**src/rtl/ddr_rd_arb_if.sv**
```systemverilog
// Request and AXI read-channel bundle shared by the two-port DDR read arbiter.
// The master modport is the arbiter's view; slave is the requester/memory side.
interface ddr_rd_arb_if #(
  parameter int C_M_AXI_ADDR_WIDTH = 32,
  parameter int P_DDR_LOCAL_QUEUE  = 4
);
  logic [P_DDR_LOCAL_QUEUE-1:0]  i_port0_rd_queue;
  logic [C_M_AXI_ADDR_WIDTH-1:0] i_port0_rd_byte;
  logic                          i_port0_rd_valid;
  logic                          o_port0_rd_ready;
  logic                          o_port0_rd_done;

  logic [P_DDR_LOCAL_QUEUE-1:0]  i_port1_rd_queue;
  logic [C_M_AXI_ADDR_WIDTH-1:0] i_port1_rd_byte;
  logic                          i_port1_rd_valid;
  logic                          o_port1_rd_ready;
  logic                          o_port1_rd_done;

  logic [C_M_AXI_ADDR_WIDTH-1:0] o_m_axi_araddr;
  logic [7:0]                    o_m_axi_arlen;
  logic                          o_m_axi_arvalid;
  logic                          i_m_axi_arready;
  logic                          i_m_axi_rvalid;
  logic                          i_m_axi_rlast;
  logic                          o_m_axi_rready;

  logic                          o_rd_owner;
  logic                          o_rd_busy;

  modport master (
    input  i_port0_rd_queue, i_port0_rd_byte, i_port0_rd_valid,
    output o_port0_rd_ready, o_port0_rd_done,
    input  i_port1_rd_queue, i_port1_rd_byte, i_port1_rd_valid,
    output o_port1_rd_ready, o_port1_rd_done,
    output o_m_axi_araddr, o_m_axi_arlen, o_m_axi_arvalid,
    input  i_m_axi_arready, i_m_axi_rvalid, i_m_axi_rlast,
    output o_m_axi_rready,
    output o_rd_owner, o_rd_busy
  );

  modport slave (
    output i_port0_rd_queue, i_port0_rd_byte, i_port0_rd_valid,
    input  o_port0_rd_ready, o_port0_rd_done,
    output i_port1_rd_queue, i_port1_rd_byte, i_port1_rd_valid,
    input  o_port1_rd_ready, o_port1_rd_done,
    input  o_m_axi_araddr, o_m_axi_arlen, o_m_axi_arvalid,
    output i_m_axi_arready, i_m_axi_rvalid, i_m_axi_rlast,
    input  o_m_axi_rready,
    input  o_rd_owner, o_rd_busy
  );
endinterface

```
**src/rtl/ddr_rd_arb.sv**
```systemverilog
// Two-port round-robin DDR read arbiter: splits each request into 4 KB-safe AXI
// bursts against a per-queue wrapping read pointer, one burst outstanding at a time.
module ddr_rd_arb #(
  parameter int          C_M_AXI_ADDR_WIDTH = 32,
  parameter int          P_DDR_LOCAL_QUEUE  = 4,
  parameter logic [31:0] P_QUEUE_SPAN       = 32'h0010_0000,
  parameter int          P_BEAT_BYTES       = 64,
  parameter int          P_MAX_BURST        = 64
) (
  input  logic             i_clk,
  input  logic             i_rst,
  ddr_rd_arb_if.master     bus
);
  localparam int AW = C_M_AXI_ADDR_WIDTH;
  localparam int NQ = P_DDR_LOCAL_QUEUE;
  localparam int QW = (NQ > 1) ? $clog2(NQ) : 1;
  localparam logic [AW-1:0] BEAT = AW'(P_BEAT_BYTES);
  localparam logic [AW-1:0] SPAN = AW'(P_QUEUE_SPAN);
  localparam logic [AW-1:0] MAXB = AW'(P_MAX_BURST);
  localparam logic [AW-1:0] PAGE = AW'(4096);

  typedef enum logic [1:0] {
    S_IDLE = 2'd0,
    S_ADDR = 2'd1,
    S_DATA = 2'd2,
    S_DONE = 2'd3
  } state_t;

  state_t          r_state, w_next_state;
  logic            r_last_grant;
  logic            r_owner;
  logic [QW-1:0]   r_qidx;
  logic [AW-1:0]   r_remaining;
  logic [AW-1:0]   r_beats;
  logic [AW-1:0]   r_rd_ptr [NQ];

  logic            w_grant_sel;
  logic            w_accept;
  logic [NQ-1:0]   w_req_queue;
  logic [AW-1:0]   w_req_byte;
  logic [QW-1:0]   w_req_qidx;
  logic [AW-1:0]   w_req_beats;
  logic [AW-1:0]   w_cur_ptr;
  logic [AW-1:0]   w_to_4k;
  logic [AW-1:0]   w_burst;
  logic [AW-1:0]   w_ptr_sum;
  logic [AW-1:0]   w_ptr_next;
  logic            w_ar_fire;
  logic            w_r_last;

  // Both valid: the port not granted last wins; otherwise whichever is valid.
  always_comb begin
    if (bus.i_port0_rd_valid && bus.i_port1_rd_valid) w_grant_sel = ~r_last_grant;
    else                                              w_grant_sel = ~bus.i_port0_rd_valid;
  end

  assign w_accept    = (r_state == S_IDLE) && !i_rst &&
                       (bus.i_port0_rd_valid || bus.i_port1_rd_valid);
  assign w_req_queue = w_grant_sel ? bus.i_port1_rd_queue : bus.i_port0_rd_queue;
  assign w_req_byte  = w_grant_sel ? bus.i_port1_rd_byte  : bus.i_port0_rd_byte;
  assign w_req_beats = (w_req_byte / BEAT) + (((w_req_byte % BEAT) != '0) ? AW'(1) : AW'(0));

  always_comb begin
    w_req_qidx = '0;
    for (int i = NQ - 1; i >= 0; i--) begin
      if (w_req_queue[i]) w_req_qidx = QW'(i);
    end
  end

  assign w_cur_ptr = r_rd_ptr[r_qidx];
  assign w_to_4k   = (PAGE - {{(AW-12){1'b0}}, w_cur_ptr[11:0]}) / BEAT;

  always_comb begin
    w_burst = r_remaining;
    if (w_burst > MAXB)    w_burst = MAXB;
    if (w_burst > w_to_4k) w_burst = w_to_4k;
  end

  // Bursts never cross 4 KB and the span is 4 KB aligned, so one subtraction wraps.
  assign w_ptr_sum  = w_cur_ptr + r_beats * BEAT;
  assign w_ptr_next = (w_ptr_sum >= SPAN) ? (w_ptr_sum - SPAN) : w_ptr_sum;

  assign w_ar_fire = bus.o_m_axi_arvalid && bus.i_m_axi_arready;
  assign w_r_last  = (r_state == S_DATA) && bus.i_m_axi_rvalid && bus.i_m_axi_rlast;

  // A zero-byte request passes through ADDR without raising arvalid.
  always_comb begin
    w_next_state = r_state;
    case (r_state)
      S_IDLE: if (w_accept) w_next_state = S_ADDR;
      S_ADDR: begin
        if (r_remaining == '0) w_next_state = S_DONE;
        else if (w_ar_fire)    w_next_state = S_DATA;
      end
      S_DATA: begin
        if (w_r_last) w_next_state = ((r_remaining - r_beats) != '0) ? S_ADDR : S_DONE;
      end
      S_DONE: w_next_state = S_IDLE;
      default: w_next_state = S_IDLE;
    endcase
  end

  always_ff @(posedge i_clk) begin
    if (i_rst) begin
      r_state      <= S_IDLE;
      r_last_grant <= 1'b1;
      r_owner      <= 1'b0;
      r_qidx       <= '0;
      r_remaining  <= '0;
      r_beats      <= '0;
      for (int i = 0; i < NQ; i++) r_rd_ptr[i] <= '0;
    end else begin
      r_state <= w_next_state;
      if (w_accept) begin
        r_last_grant <= w_grant_sel;
        r_owner      <= w_grant_sel;
        r_qidx       <= w_req_qidx;
        r_remaining  <= w_req_beats;
      end
      if ((r_state == S_ADDR) && w_ar_fire) r_beats <= w_burst;
      // Early rlast still retires the full programmed burst.
      if (w_r_last) begin
        r_remaining      <= r_remaining - r_beats;
        r_rd_ptr[r_qidx] <= w_ptr_next;
      end
    end
  end

  assign bus.o_m_axi_arvalid  = (r_state == S_ADDR) && (r_remaining != '0);
  assign bus.o_m_axi_araddr   = bus.o_m_axi_arvalid ? (AW'(r_qidx) * SPAN + w_cur_ptr) : '0;
  assign bus.o_m_axi_arlen    = bus.o_m_axi_arvalid ? (w_burst[7:0] - 8'd1) : 8'd0;
  assign bus.o_m_axi_rready   = (r_state == S_DATA);

  assign bus.o_port0_rd_ready = w_accept && !w_grant_sel;
  assign bus.o_port1_rd_ready = w_accept &&  w_grant_sel;
  assign bus.o_port0_rd_done  = (r_state == S_DONE) && !r_owner;
  assign bus.o_port1_rd_done  = (r_state == S_DONE) &&  r_owner;
  assign bus.o_rd_owner       = w_accept ? w_grant_sel : r_owner;
  assign bus.o_rd_busy        = (r_state != S_IDLE);
endmodule

```
**src/flat_wrapper.sv**
```systemverilog
// flat-port wrapper written by rule: the top's interface ports become plain ports
module ddr_rd_arb_flat 
#(
  parameter int          C_M_AXI_ADDR_WIDTH = 32,
  parameter int          P_DDR_LOCAL_QUEUE  = 4,
  parameter logic [31:0] P_QUEUE_SPAN       = 32'h0010_0000,
  parameter int          P_BEAT_BYTES       = 64,
  parameter int          P_MAX_BURST        = 64
)
  (i_clk, i_rst, bus_i_port0_rd_queue, bus_i_port0_rd_byte, bus_i_port0_rd_valid, bus_o_port0_rd_ready, bus_o_port0_rd_done, bus_i_port1_rd_queue, bus_i_port1_rd_byte, bus_i_port1_rd_valid, bus_o_port1_rd_ready, bus_o_port1_rd_done, bus_o_m_axi_araddr, bus_o_m_axi_arlen, bus_o_m_axi_arvalid, bus_i_m_axi_arready, bus_i_m_axi_rvalid, bus_i_m_axi_rlast, bus_o_m_axi_rready, bus_o_rd_owner, bus_o_rd_busy);
  ddr_rd_arb_if #(.C_M_AXI_ADDR_WIDTH(C_M_AXI_ADDR_WIDTH), .P_DDR_LOCAL_QUEUE(P_DDR_LOCAL_QUEUE)) bus_i ();
  input  logic i_clk;
  input  logic i_rst;
  input wire logic [$bits(bus_i.i_port0_rd_queue)-1:0] bus_i_port0_rd_queue;
  input wire logic [$bits(bus_i.i_port0_rd_byte)-1:0] bus_i_port0_rd_byte;
  input wire logic [$bits(bus_i.i_port0_rd_valid)-1:0] bus_i_port0_rd_valid;
  output wire logic [$bits(bus_i.o_port0_rd_ready)-1:0] bus_o_port0_rd_ready;
  output wire logic [$bits(bus_i.o_port0_rd_done)-1:0] bus_o_port0_rd_done;
  input wire logic [$bits(bus_i.i_port1_rd_queue)-1:0] bus_i_port1_rd_queue;
  input wire logic [$bits(bus_i.i_port1_rd_byte)-1:0] bus_i_port1_rd_byte;
  input wire logic [$bits(bus_i.i_port1_rd_valid)-1:0] bus_i_port1_rd_valid;
  output wire logic [$bits(bus_i.o_port1_rd_ready)-1:0] bus_o_port1_rd_ready;
  output wire logic [$bits(bus_i.o_port1_rd_done)-1:0] bus_o_port1_rd_done;
  output wire logic [$bits(bus_i.o_m_axi_araddr)-1:0] bus_o_m_axi_araddr;
  output wire logic [$bits(bus_i.o_m_axi_arlen)-1:0] bus_o_m_axi_arlen;
  output wire logic [$bits(bus_i.o_m_axi_arvalid)-1:0] bus_o_m_axi_arvalid;
  input wire logic [$bits(bus_i.i_m_axi_arready)-1:0] bus_i_m_axi_arready;
  input wire logic [$bits(bus_i.i_m_axi_rvalid)-1:0] bus_i_m_axi_rvalid;
  input wire logic [$bits(bus_i.i_m_axi_rlast)-1:0] bus_i_m_axi_rlast;
  output wire logic [$bits(bus_i.o_m_axi_rready)-1:0] bus_o_m_axi_rready;
  output wire logic [$bits(bus_i.o_rd_owner)-1:0] bus_o_rd_owner;
  output wire logic [$bits(bus_i.o_rd_busy)-1:0] bus_o_rd_busy;
  assign bus_i.i_port0_rd_queue = bus_i_port0_rd_queue;
  assign bus_i.i_port0_rd_byte = bus_i_port0_rd_byte;
  assign bus_i.i_port0_rd_valid = bus_i_port0_rd_valid;
  assign bus_o_port0_rd_ready = bus_i.o_port0_rd_ready;
  assign bus_o_port0_rd_done = bus_i.o_port0_rd_done;
  assign bus_i.i_port1_rd_queue = bus_i_port1_rd_queue;
  assign bus_i.i_port1_rd_byte = bus_i_port1_rd_byte;
  assign bus_i.i_port1_rd_valid = bus_i_port1_rd_valid;
  assign bus_o_port1_rd_ready = bus_i.o_port1_rd_ready;
  assign bus_o_port1_rd_done = bus_i.o_port1_rd_done;
  assign bus_o_m_axi_araddr = bus_i.o_m_axi_araddr;
  assign bus_o_m_axi_arlen = bus_i.o_m_axi_arlen;
  assign bus_o_m_axi_arvalid = bus_i.o_m_axi_arvalid;
  assign bus_i.i_m_axi_arready = bus_i_m_axi_arready;
  assign bus_i.i_m_axi_rvalid = bus_i_m_axi_rvalid;
  assign bus_i.i_m_axi_rlast = bus_i_m_axi_rlast;
  assign bus_o_m_axi_rready = bus_i.o_m_axi_rready;
  assign bus_o_rd_owner = bus_i.o_rd_owner;
  assign bus_o_rd_busy = bus_i.o_rd_busy;
  ddr_rd_arb #(.C_M_AXI_ADDR_WIDTH(C_M_AXI_ADDR_WIDTH), .P_DDR_LOCAL_QUEUE(P_DDR_LOCAL_QUEUE), .P_QUEUE_SPAN(P_QUEUE_SPAN), .P_BEAT_BYTES(P_BEAT_BYTES), .P_MAX_BURST(P_MAX_BURST)) u_core (.i_clk(i_clk), .i_rst(i_rst), .bus(bus_i));
endmodule
```
**config.mk**
```make
export PLATFORM = sky130hd
export DESIGN_NAME = ddr_rd_arb_flat
export DESIGN_NICKNAME = d
export VERILOG_FILES = /design/src/rtl/ddr_rd_arb_if.sv /design/src/rtl/ddr_rd_arb.sv /design/src/flat_wrapper.sv
export SDC_FILE = /design/constraint.sdc
export NUM_CORES = 1
export LEC_CHECK = 0
export CORE_MARGIN = 2
export CORE_UTILIZATION = 45
export DETAILED_ROUTE_END_ITERATION = 6
export DONT_BUFFER_PORTS = 1
export GPL_ROUTABILITY_DRIVEN = 0
export PLACE_DENSITY_LB_ADDON = 0.1
export SLEW_MARGIN = 30
export SYNTH_ARGS = -nofsm -noshare
export SYNTH_HDL_FRONTEND = slang
export SYNTH_SLANG_ARGS = --single-unit
```
**constraint.sdc**
```tcl
create_clock -name i_clk -period 8.5 [get_ports i_clk]
set_clock_uncertainty 0.2 [all_clocks]
set_input_delay 1.7 -clock i_clk [delete_from_list [all_inputs] [get_ports i_clk]]
set_output_delay 1.7 -clock i_clk [all_outputs]
set_load 0.005 [all_outputs]
```
==> flow_summary.ini <==
[final_layout]
fin_cells = 1859
layout_commonest_cell = nor2_1
final_cell_mix = nor2_1, edfxtp_1, nand2_1, a21oi_1, dfxtp_1
final_nets = 1606
drive_gt1_share_pct = 7.83
antenna_cells = 0
areaGrowthSynthToFinish_pct = 7.29

[drt]
wirelength_um = 39000
dr.pass1.iters = 5
drc = 0
vias = 11200
via_per_inst = 6.01
drt_iter0_drc = 897
wl_per_cell_um = 21.0
ant_nets = 0

[worst_hold_path]
hold_class = flop to flop

[timing]
setup_violations = 0
fmax_ghz = 0.131
period_needed_ns = 7.61
slew_viol_final = 0
finalHoldViolations = 0
rsz0062_at_grt = false
fin_worst_hold_slack_ns = 0.252
final.setup.tns_ns = 0
period_share_pct = 89.6
relSlewSlack_pct = 34.9
tightest_slew_ns = 0.972

[pwr]
p_per_area_nw_per_um2 = 206
power_leakage_nw = 5.57
peakVddDrop_v = 0.000123

[clocking]
root_buffer = clkbuf_16
cts_resized = 0
htreeDepth = 4
cts_sinks = 200
cts.clk_slew.worst_paths_ns = 0.08
numCtsBuffers = 17
post-cts-setup-buffer-count = 0
postCtsHoldBufs = 0
clk_path_buf_depth = 2
cts_tree = done
clkLatencyLatePin_ns = 0.45

[synth]
yosys_warnings = 0
ys_seq_elements = 200
synth-edff-count = 128
synth_nets = 1635
synthCells = 1485
async_flop_share_pct = 0
yosysSeqAreaShare_pct = 38.7
syn_area_per_cell_um2 = 9.20
synth_ff_type = edfxtp_1
synth_area_um2 = 13700
ys_types = 82

[die]
start_util_pct = 45.9
coreArea_um2 = 29800
top_level_ports = 127
die_w_um = 178
die_h_um = 178
die-area_um2 = 31800
num_rows = 63

[placement]
dp_hpwl_um = 28600
post-place-cells = 1827
portBuffers = 0

[worst_setup_path]
crit_chain = mux4_2 -> nor4_4 -> nand3_4 -> nor4_1 -> xnor2_1 -> inv_1 -> ha_1 -> a21o_1 -> a21oi_1 -> o31ai_1 -> a31oi_1 -> o21ai_4 -> mux2_4 -> ha_1 -> nor3b_2 -> xor2_1 -> nor2_1
cp_data_arrival_time_ns = 5.71
slowest_delay_ns = 0.79
cpMaxStageDelayCell = dfxtp_2
start_kind = flop
cp-end-kind = output port
cp_max_fo = 19
critPathKind = flop to output port
cp_top_family = simple AND/OR/NAND/NOR gates
required_ns = 6.60
timing.critical_path.mode_cell = ha_1
path_buf_inv = 1

[grt]
grt-ovfl-total = 0
first_global_vias = 10700
antenna_found_initial = 0
grt_max_degree = 72
grt_pass1_wl_um = 60200
gr-usage-all-layers_pct = 24.7

[flow_run]
cap_violations = 0

[outcome]
status = complete, no violations
-- final timing paths --
| check | startpoint | end | slack, ns | depth (start not counted) |
|---|---|---|---|---|
| max | flop | bus_o_m_axi_arlen[6] | 0.89 | 17 |
| min | u_core.r_beats[29] | u_core.r_beats[29] | 0.25 | 2 |
| max reg2reg | flop | u_core.r_rd_ptr[0][29] | 1.64 | 21 |
| min reg2reg | u_core.r_beats[29] | u_core.r_beats[29] | 0.25 | 2 |
-- synth_stat cells, drive strengths merged (45+ instances only) --
cell | n | area share [%]
and3 | 48 | 2.2
xnor2 | 54 | 3.5
edfxtp | 128 | 28
nand2 | 119 | 3.3
xor2 | 45 | 2.9
nor3 | 48 | 1.8
a21oi | 84 | 3.1
ha | 68 | 6.2
nor2 | 234 | 6.4
dfxtp | 72 | 11
clkbuf | 60 | 1.6
o21ai | 46 | 1.8
inv | 66 | 1.8
-- report_power, final --
group	switching [mW]	internal, mW	total [mW]
clock	0.407	0.419	0.826
combinational	0.652	0.392	1.04
sequential	0.0553	1.09	1.14
-- final cells by class --
type                       count  area (um^2)
fill                        2858        15100
multi-input combinational   1152         7910
sequential                   200         5290
tap                          390          488
clock buffer                  18          429
inverter                      66          248
clock inverter                14          154
timing repair buffer          19          143
-- metrics by stage --
step	utilization [%]	total power, mW	setup WS (ns)	area (um^2)
after floorplan	-	1.92	2.07	13700
after global placement	47.2	2.19	1.47	14100
after detailed placement	47.2	2.19	1.38	14100
after CTS	49.2	3.02	0.877	14700
after global routing	49.2	3.17	0.469	14700
final	49.2	3.01	0.885	14700
-- kinds of logic after synthesis --
group	after synthesis	share of synthesized area (%)
AND/OR/NAND/NOR	619	22.0
AO/OA/AOI/OAI	299	14.8
XOR/XNOR	99	6.40
adder cells (fa/ha/maj)	71	6.67
flip-flops	200	38.7
buffers and inverters	133	3.75
multiplexers	64	7.70
-- flip-flops by register name (all words and copies together), names as in the netlist, named ones only --
signal / cells
u_core.r_owner: 1
u_core.r_rd_ptr: 128
u_core.r_remaining: 32
u_core.r_last_grant: 1
u_core.r_beats: 32
u_core.r_state: 2
u_core.r_qidx: 2
-- metal layers --
layer | up-vias | global-route usage, % | routed length [um]
met5 | - | 0 | 0
met4 | 0 | 6.27 | 655
met3 | 33 | 4.22 | 2500
met2 | 339 | 39.8 | 17900
met1 | 5405 | 34.6 | 18000
li1 | 5394 | - | -
-- tightest hold or removal path: cells and delay by family (launching register included) --
family	cells	cell delay, ns
AND/OR/NAND/NOR	1	0.05
buffers and inverters	1	0.06
flip-flops	1	0.30
No activity file was read; power rests on OpenSTA's default activity.
